`src/rtl/xor_accum_pkg.sv`:
```
// Shared encodings for the xor_accum_unit slice: bitwise op selects and
// control FSM states.
package xor_accum_pkg;

  typedef enum logic [1:0] {
    OP_XOR  = 2'b00,
    OP_XNOR = 2'b01,
    OP_AND  = 2'b10,
    OP_OR   = 2'b11
  } op_e;

  typedef enum logic {
    S_IDLE = 1'b0,
    S_ACC  = 1'b1
  } state_e;

endpackage

```
`src/rtl/bitwise_op.sv`:
```
// Combinational datapath leaf: r = a op b, applied independently per bit
// (no carries), with op chosen from the package encodings.
module bitwise_op
  import xor_accum_pkg::*;
#(
  parameter int WIDTH = 16
) (
  input  logic [WIDTH-1:0] a,
  input  logic [WIDTH-1:0] b,
  input  logic [1:0]       op,
  output logic [WIDTH-1:0] r
);

  genvar gi;
  generate
    for (gi = 0; gi < WIDTH; gi++) begin : g_bit
      assign r[gi] = (op == OP_AND)  ? (a[gi] & b[gi])    :
                     (op == OP_OR)   ? (a[gi] | b[gi])    :
                     (op == OP_XNOR) ? ~(a[gi] ^ b[gi])   :
                                       (a[gi] ^ b[gi]);
    end
  endgenerate

endmodule

```
`src/rtl/xor_accum_unit.sv`:
```
// Registered bitwise-op unit: emits a per-beat result in pass mode, or folds
// beats of a frame by XOR into a checksum emitted once when the frame closes.
module xor_accum_unit
  import xor_accum_pkg::*;
#(
  parameter int WIDTH = 16,
  parameter int CNT_W = 8
) (
  input  logic             clk,
  input  logic             rst,
  input  logic             in_valid,
  output logic             in_ready,
  input  logic [WIDTH-1:0] a,
  input  logic [WIDTH-1:0] b,
  input  logic [1:0]       op,
  input  logic             acc_en,
  input  logic             last,
  output logic             out_valid,
  input  logic             out_ready,
  output logic [WIDTH-1:0] y,
  output logic             y_parity,
  output logic [CNT_W-1:0] out_beats
);

  localparam logic [CNT_W-1:0] CNT_MAX = '1;
  localparam logic [CNT_W-1:0] CNT_ONE = CNT_W'(1);

  state_e           state_q, state_d;
  logic [WIDTH-1:0] acc_q, acc_d;
  logic [CNT_W-1:0] cnt_q, cnt_d;
  logic [WIDTH-1:0] y_q, y_d;
  logic             par_q, par_d;
  logic [CNT_W-1:0] beats_q, beats_d;
  logic             out_valid_q, out_valid_d;
  logic             err_q, err_d;

  logic [WIDTH-1:0] r;
  logic [WIDTH-1:0] fold;
  logic [CNT_W-1:0] cnt_inc;
  logic             accept;
  logic             take;
  logic             emit;
  logic [WIDTH-1:0] emit_val;
  logic [CNT_W-1:0] emit_beats;

  bitwise_op #(.WIDTH(WIDTH)) u_op (
    .a  (a),
    .b  (b),
    .op (op),
    .r  (r)
  );

  assign in_ready  = !out_valid_q || out_ready;
  assign accept    = in_valid && in_ready;
  assign take      = out_valid_q && out_ready;
  assign fold      = acc_q ^ r;
  assign cnt_inc   = (cnt_q == CNT_MAX) ? CNT_MAX : cnt_q + CNT_ONE;

  always_comb begin
    state_d     = state_q;
    acc_d       = acc_q;
    cnt_d       = cnt_q;
    y_d         = y_q;
    par_d       = par_q;
    beats_d     = beats_q;
    out_valid_d = out_valid_q;
    err_d       = err_q;
    emit        = 1'b0;
    emit_val    = '0;
    emit_beats  = '0;

    if (take) begin
      out_valid_d = 1'b0;
    end

    if (accept) begin
      case (state_q)
        S_IDLE: begin
          if (!acc_en || last) begin
            emit       = 1'b1;
            emit_val   = r;
            emit_beats = CNT_ONE;
          end else begin
            acc_d   = r;
            cnt_d   = CNT_ONE;
            state_d = S_ACC;
          end
        end
        S_ACC: begin
          if (acc_en && !last) begin
            acc_d = fold;
            cnt_d = cnt_inc;
          end else begin
            // A pass beat arriving mid-frame closes the frame as if it were last.
            emit       = 1'b1;
            emit_val   = fold;
            emit_beats = cnt_inc;
            acc_d      = '0;
            cnt_d      = '0;
            state_d    = S_IDLE;
            if (!acc_en) begin
              err_d = 1'b1;
            end
          end
        end
        default: state_d = S_IDLE;
      endcase
    end

    if (emit) begin
      y_d         = emit_val;
      par_d       = ^emit_val;
      beats_d     = emit_beats;
      out_valid_d = 1'b1;
    end
  end

  always_ff @(posedge clk) begin
    if (rst) begin
      state_q     <= S_IDLE;
      acc_q       <= '0;
      cnt_q       <= '0;
      y_q         <= '0;
      par_q       <= 1'b0;
      beats_q     <= '0;
      out_valid_q <= 1'b0;
      err_q       <= 1'b0;
    end else begin
      state_q     <= state_d;
      acc_q       <= acc_d;
      cnt_q       <= cnt_d;
      y_q         <= y_d;
      par_q       <= par_d;
      beats_q     <= beats_d;
      out_valid_q <= out_valid_d;
      err_q       <= err_d;
    end
  end

  assign out_valid = out_valid_q;
  assign y         = y_q;
  assign y_parity  = par_q;
  assign out_beats = beats_q;

endmodule

```
`config.mk`:
```
export PLATFORM = sky130hd
export DESIGN_NAME = xor_accum_unit
export DESIGN_NICKNAME = d
export VERILOG_FILES = /design/src/rtl/xor_accum_pkg.sv /design/src/rtl/bitwise_op.sv /design/src/rtl/xor_accum_unit.sv
export SDC_FILE = /design/constraint.sdc
export NUM_CORES = 1
export LEC_CHECK = 0
export CAP_MARGIN = 20
export CORE_UTILIZATION = 35
export DETAILED_ROUTE_END_ITERATION = 7
export GPL_ROUTABILITY_DRIVEN = 0
export PLACE_DENSITY = 0.68
export SYNTH_ARGS = -nofsm -noshare
export SYNTH_HDL_FRONTEND = slang
export SYNTH_SLANG_ARGS = --single-unit
```
`constraint.sdc`:
```
create_clock -name clk -period 3.9 [get_ports clk]
set_clock_uncertainty 0.1 [all_clocks]
set_input_delay 0.78 -clock clk [delete_from_list [all_inputs] [get_ports clk]]
set_output_delay 0.78 -clock clk [all_outputs]
set_load 0.02 [all_outputs]
```
==> qor.yml, run 1 <==
outcome: "finished clean"
drt-met1-wl_um: 4176
wire_per_inst_um: 12.03
swShare_pct: 30.94
htree_levels: 2
routed.top_layer: "met4"
synth_warnings: 0
crit_arrival_ps: 3690
syn_to_final_growth_pct: 24.81
cp-start-kind: "input port"
cp_top_family: "compound AO/OA/AOI/OAI gates"
p_sw_mw: 0.4033
critical_path.cell_chain: "clkdlybuf4s50_1 -> inv_1 -> ha_1 -> xnor2_1 -> nor2_1 -> a21oi_1 -> xor3_1 -> or3_1 -> a211o_1 -> a211o_1 -> a311oi_1"
crit_path_top_delay_cell: "clkdlybuf4s50_1"
ant_nets: 0
grt_remaining_overflow: 0
post_cts_buffers: 0
hold_viol: 0
power.share.clock_pct: 22.3
crit_path_frequent_cell: "a211o_1"
synth_commonest_cells: "73 x nor2_1, 51 x a21oi_1, 51 x dfxtp_1, 49 x nand2_1, 36 x inv_1"
fmax_mhz: 279.3
total_power_mw: 1.303
cts_tree: "yes"
ys_types: 37
synth_area_leader_cell: "dfxtp_1"
holdWs_ps: 400.4
grt_pass1_vias: 3146
numClockSinks: 51
synth-edff-count: 0
p_leak_nw: 2.008
nets: 630
power_per_cell_area_nw_per_um2: 273.9
synth_fp_nets: 564
port_buffers: 66
cpPeakStageDelay_ps: 490
clk_pin_slew_worst_paths_ps: 90
maxSlewViolCount: 0
layout_setup_ws_ps: 319.8
dpl_worst_slack_ps: -13.66
initial_core_util_pct: 36.44
maxCapViolations: 0
clkLatencyLatePin_ps: 290
combPwrFrac_pct: 34.4
cts_resized: 0
wl_met2_um: 3683
syn_area_per_cell_um2: 7.765
synth-seq-cells: 51
ys.flop_type: "dfxtp_1"
required_ps: 4010
yosysTopAreaCellShare_pct: 26.78
rows: 37
drt-total-wl_um: 8349
grt_use_total_pct: 15.14
avgViaCountPerCell: 4.778
netlist_top_cells_area: "dfxtp_1 27%, ha_1 11%, xnor2_1 7.8%"
firstDrtPassIters: 4
drt_iter0_drc: 162
rsz0062_at_grt: "false"
vias: 3316
die_x_um: 106.4
dieHeight_um: 106.4
drive_above_1_share_pct: 6.631
synthCells: 491
dp_hpwl_um: 6395
postCtsHoldBufs: 0
yosysMostFrequentCell: "nor2_1"
seq_power_share_pct: 43.3
netlist_area_um2: 3812
design.core.area_um2: 10460
critical_path_buf_inv_count: 2
post-route-drc-count: 0
fin_crit_ps: 3580
fin_crit_sh_pct: 91.80
p_int_mw: 0.9001
crit_type: "input port to flop"
ioPinCount: 67
antenna_found_initial: 0
num_antenna_cells: 0
met3WireLength_um: 363
worst_pin_slew_ps: 559.8
seq_area_frac_synth_pct: 26.78
cts_buffer_depth: 2
setup_viol: 0
grt_pass1_wl_um: 14030
peakVddDrop_uv: 138.1
relSlewSlack_pct: 62.68
cts_root_buffer: "clkbuf_8"
cts_inserted_buffers: 5
async_flop_share_pct: 0
crit_fanout: 2
grt_start_max_net_pins: 52
hold_class: "flop to flop"
die_area_um2: 11310
cp-end-kind: "flop"
[final cells by class]
type	count	area [um2]
clock buffer	7	76.32
clock inverter	1	5.005
fill	1046	5704
inverter	36	135.1
multi-input combinational	375	2516
sequential	51	1022
tap	136	170.2
timing repair buffer	88	833.3
[sequential cells by signal (all words and copies together), names as in the netlist]
register / cells
state_q: 1
acc_q: 16
y: 16
out_beats: 8
cnt_q: 8
out_valid: 1
y_parity: 1
[stage by stage]
step / instance area, um2 / utilization (%) / TNS (ps) / std cells
6_report: 4758 / 45.48 / 0 / 694
5_1_grt: 4758 / 45.48 / 0 / 694
4_1_cts: 4758 / 45.48 / 0 / 694
3_5_place_dp: 4677 / 44.70 / -13.66 / 686
3_3_place_gp: 4677 / 44.70 / 0 / 686
2_1_floorplan: 3812 / - / 0 / 491
[power by group through the flow]
stage / Sequential [mW] / Clock (mW) / Combinational [mW]
finish: 0.564 / 0.291 / 0.449
global route: 0.568 / 0.318 / 0.496
CTS: 0.564 / 0.302 / 0.452
detailed placement: 0.577 / 0 / 0.451
global placement: 0.575 / 0 / 0.438
floorplan: 0.594 / 0 / 0.269
[tightest hold or removal path: stages (launching register included)]
cell      delay (ps)
dfxtp_1          310
nor2_1            90
a211oi_1          50
[logic make-up after synthesis]
family | count (synthesis) | synth area share [%]
fa+ha+maj | 33 | 10.83
simple gates | 165 | 18.74
buf+inv | 65 | 7.286
mux | 5 | 1.313
xor+xnor | 67 | 18.41
compound gates | 105 | 16.64
flops | 51 | 26.78
[final timing paths]
| path | startpoint | end | slack, ps | cells after the start |
|---|---|---|---|---|
| max | a[4] | y_parity | 320 | 11 |
| min | y[3] | y[3] | 400 | 2 |
| max reg2reg | state_q | y_parity | 1310 | 7 |
| min reg2reg | y[3] | y[3] | 400 | 2 |
[layout by cell type (no fill, tap or decap), types with 5 or more instances in the layout]
master / Yosys / final
nor2_1: 73 / 72
and3_1: 5 / 5
a22oi_1: 7 / 7
xor2_1: 25 / 25
xnor2_1: 34 / 34
ha_1: 33 / 33
mux2i_1: 5 / 5
nand3_1: 8 / 8
buf_4: 1 / 21
a211oi_1: 16 / 16
or3_1: 18 / 18
nand2_1: 49 / 49
clkdlybuf4s50_1: 0 / 65
o21ai_0: 19 / 19
clkbuf_8: 0 / 5
dfxtp_1: 51 / 50
a21oi_1: 51 / 51
inv_1: 36 / 36
[per-layer routing]
| layer | vias up | track usage (%) |
|---|---|---|
| met2 | 77 | 24.72 |
| li1 | 1758 | - |
| met4 | 0 | 4.365 |
| met3 | 10 | 1.655 |
| met5 | - | 0 |
| met1 | 1471 | 20.94 |
Note: power is estimated with default switching activity, not from simulation.
==> run 2: changes to the inputs <==
Settings changed: CORE_MARGIN from default to 2.
==> run 2 against run 1 <==
Compared with the run above:
- clock-buffer cell count shrank 1
- critical path depth is the same
- non-clock buffer count grew 1
- sequential cell count is the same
- die area grew 3.8%
- routed wire length shrank 1.2%
- largest cell class unchanged
- largest power group unchanged
==> qor.yml, run 2 (synthesized netlist as in run 1, its figures left out) <==
drive_above_1_share_pct: 7.156  # was 6.631%
postCtsHoldBufs: 0  # unchanged
grt_util_met3_pct: 1.748  # was 1.655%
grt_start_max_net_pins: 52  # unchanged
whs_path_depth: 2  # unchanged
maxCapViolations: 0  # unchanged
nets: 631  # was 630
initial_core_util_pct: 35.48  # was 36.44%
fmax_mhz: 281.1  # was 279.3 MHz
mostFrequentLayoutCell: "nor2_1"  # unchanged
grt_pass1_wl_um: 13610  # was 14030 um
cts_buffer_depth: 2  # unchanged
crit_path_frequent_cell: "a211o_1"  # unchanged
grt_remaining_overflow: 0  # unchanged
setup-tns-final_ps: 0  # unchanged
final_cell_mix: "72 x nor2_1, 65 x clkdlybuf4s50_1, 51 x a21oi_1, 50 x dfxtp_1, 49 x nand2_1"  # unchanged
relSlewSlack_pct: 64.04  # was 62.68%
port_buffers: 66  # unchanged
required_ps: 4010  # about the same
syn_to_final_growth_pct: 26.09  # was 24.81%
rsz0062_at_grt: "false"  # unchanged
finish.instance_area_um2: 4807  # was 4758 um2
antenna_found_initial: 0  # unchanged
htree_levels: 2  # unchanged
p_leak_nw: 2.032  # was 2.008 nW
hold_viol: 0  # unchanged
drt-total-wl_um: 8247  # was 8349 um
clk_pin_slew_worst_paths_ps: 90  # about the same
rows: 38  # was 37
cts_inserted_buffers: 5  # unchanged
wire_per_inst_um: 11.80  # was 12.03 um
placed_area_um2: 4690  # was 4677 um2
crit_path_top_delay_cell: "clkdlybuf4s50_1"  # unchanged
worst_pin_slew_ps: 539.3  # was 559.8 ps
fin_crit_ps: 3558  # was 3580 ps
grt_pass1_vias: 3030  # was 3146
power_per_cell_area_nw_per_um2: 289.9  # was 273.9 nW/um2
clkLatencyLatePin_ps: 300  # was 290 ps
cts_tree: "yes"  # unchanged
hold_class: "flop to flop"  # unchanged
dieHeight_um: 108.4  # was 106.4 um
vias: 3381  # was 3316
firstDrtPassIters: 5  # was 4
outcome: "finished clean"  # unchanged
die_x_um: 108.4  # was 106.4 um
num_antenna_cells: 0  # unchanged
busiest_layer: "met2"  # unchanged
setup_viol: 0  # unchanged
peakVddDrop_uv: 152.7  # was 138.1 uV
crit_arrival_ps: 3670  # was 3690 ps
cp-end-kind: "flop"  # unchanged
dp_hpwl_um: 6303  # was 6395 um
cts_resized: 0  # unchanged
grt.met2_usage_pct: 22.87  # was 24.72%
cpPeakStageDelay_ps: 480  # was 490 ps
avgViaCountPerCell: 4.837  # was 4.778
ant_nets: 0  # unchanged
cp-start-kind: "input port"  # unchanged
drt_iter0_drc: 174  # was 162
post-route-drc-count: 0  # unchanged
die_area_um2: 11740  # was 11310 um2
grt_use_total_pct: 14.10  # was 15.14%
post_cts_buffers: 0  # unchanged
r2r_cells: 7  # unchanged
critical_path.cell_chain: "clkdlybuf4s50_1 -> inv_1 -> ha_1 -> xnor2_1 -> nor2_1 -> a21oi_1 -> xor3_1 -> or3_1 -> a211o_1 -> a211o_1 -> a311oi_1"  # unchanged
fin_crit_sh_pct: 91.23  # was 91.80%
numClockSinks: 51  # unchanged
met1_usage_pct: 19.69  # was 20.94%
cts_root_buffer: "clkbuf_8"  # unchanged
maxSlewViolCount: 0  # unchanged
ioPinCount: 67  # unchanged
design.core.area_um2: 10750  # was 10460 um2
crit_fanout: 2  # unchanged
crit_type: "input port to flop"  # unchanged
==> run 2: changes by cell type in the layout (fill, tap and decap cells not counted) <==
cell / change
buf_4: +1
clkbuf_8: +1
clkbuf_1: -2
bufinv_16: +1
==> run 2: routing by layer <==
layer	wire (um)	up-vias	part of all wire [%]
met5	0	-	0
met4	96	0	1.2
met3	377	7	4.6
met2	3673	78	45
met1	4099	1532	50
li1	-	1764	-
==> run 2: power breakdown <==
group,internal [mW],switching (mW)
clock,0.208,0.174
sequential,0.546,0.0190
combinational,0.228,0.218
==> run 2: area by class of cell <==
cell class / count / area, um2
multi-input cells: 375 / 2516
inverters: 36 / 135.1
fillers: 1118 / 5938
clock inverters: 2 / 35.03
repair buffers: 89 / 840.8
well taps: 140 / 175.2
flip-flops and latches: 51 / 1022
clock buffers: 6 / 82.58
==> run 2: metrics by stage <==
stage	setup slack (ps)	total power [mW]	utilization, %	hold slack (ps)	cells
after floorplan	610.2	0.8628	-	382.3	491
after global placement	115.4	1.014	43.64	378.1	691
after detailed placement	28.19	1.026	43.64	380.0	691
after CTS	340.8	1.406	44.74	405.3	699
after global routing	142.0	1.469	44.74	422.7	699
final	342.1	1.394	44.74	396.9	699
==> run 2: worst paths after layout <==
| kind | end | startpoint | slack (ps) |
|---|---|---|---|
| worst max register to register | y_parity | acc_q[12] | 1410 |
| worst min-delay path | out_beats[7] | out_beats[7] | 400 |
| worst max-delay path | y_parity | a[4] | 340 |
| worst min register to register | out_beats[7] | out_beats[7] | 400 |
==> run 2: critical path: cells and delay by family <==
kind                       cells  cell delay, ps
adders and majority gates      1             290
AOI/OAI and AO/OA              4            1080
xor gates and xnor gates       2             600
buffers and inverters          2             530
and+or+nand+nor                2             390
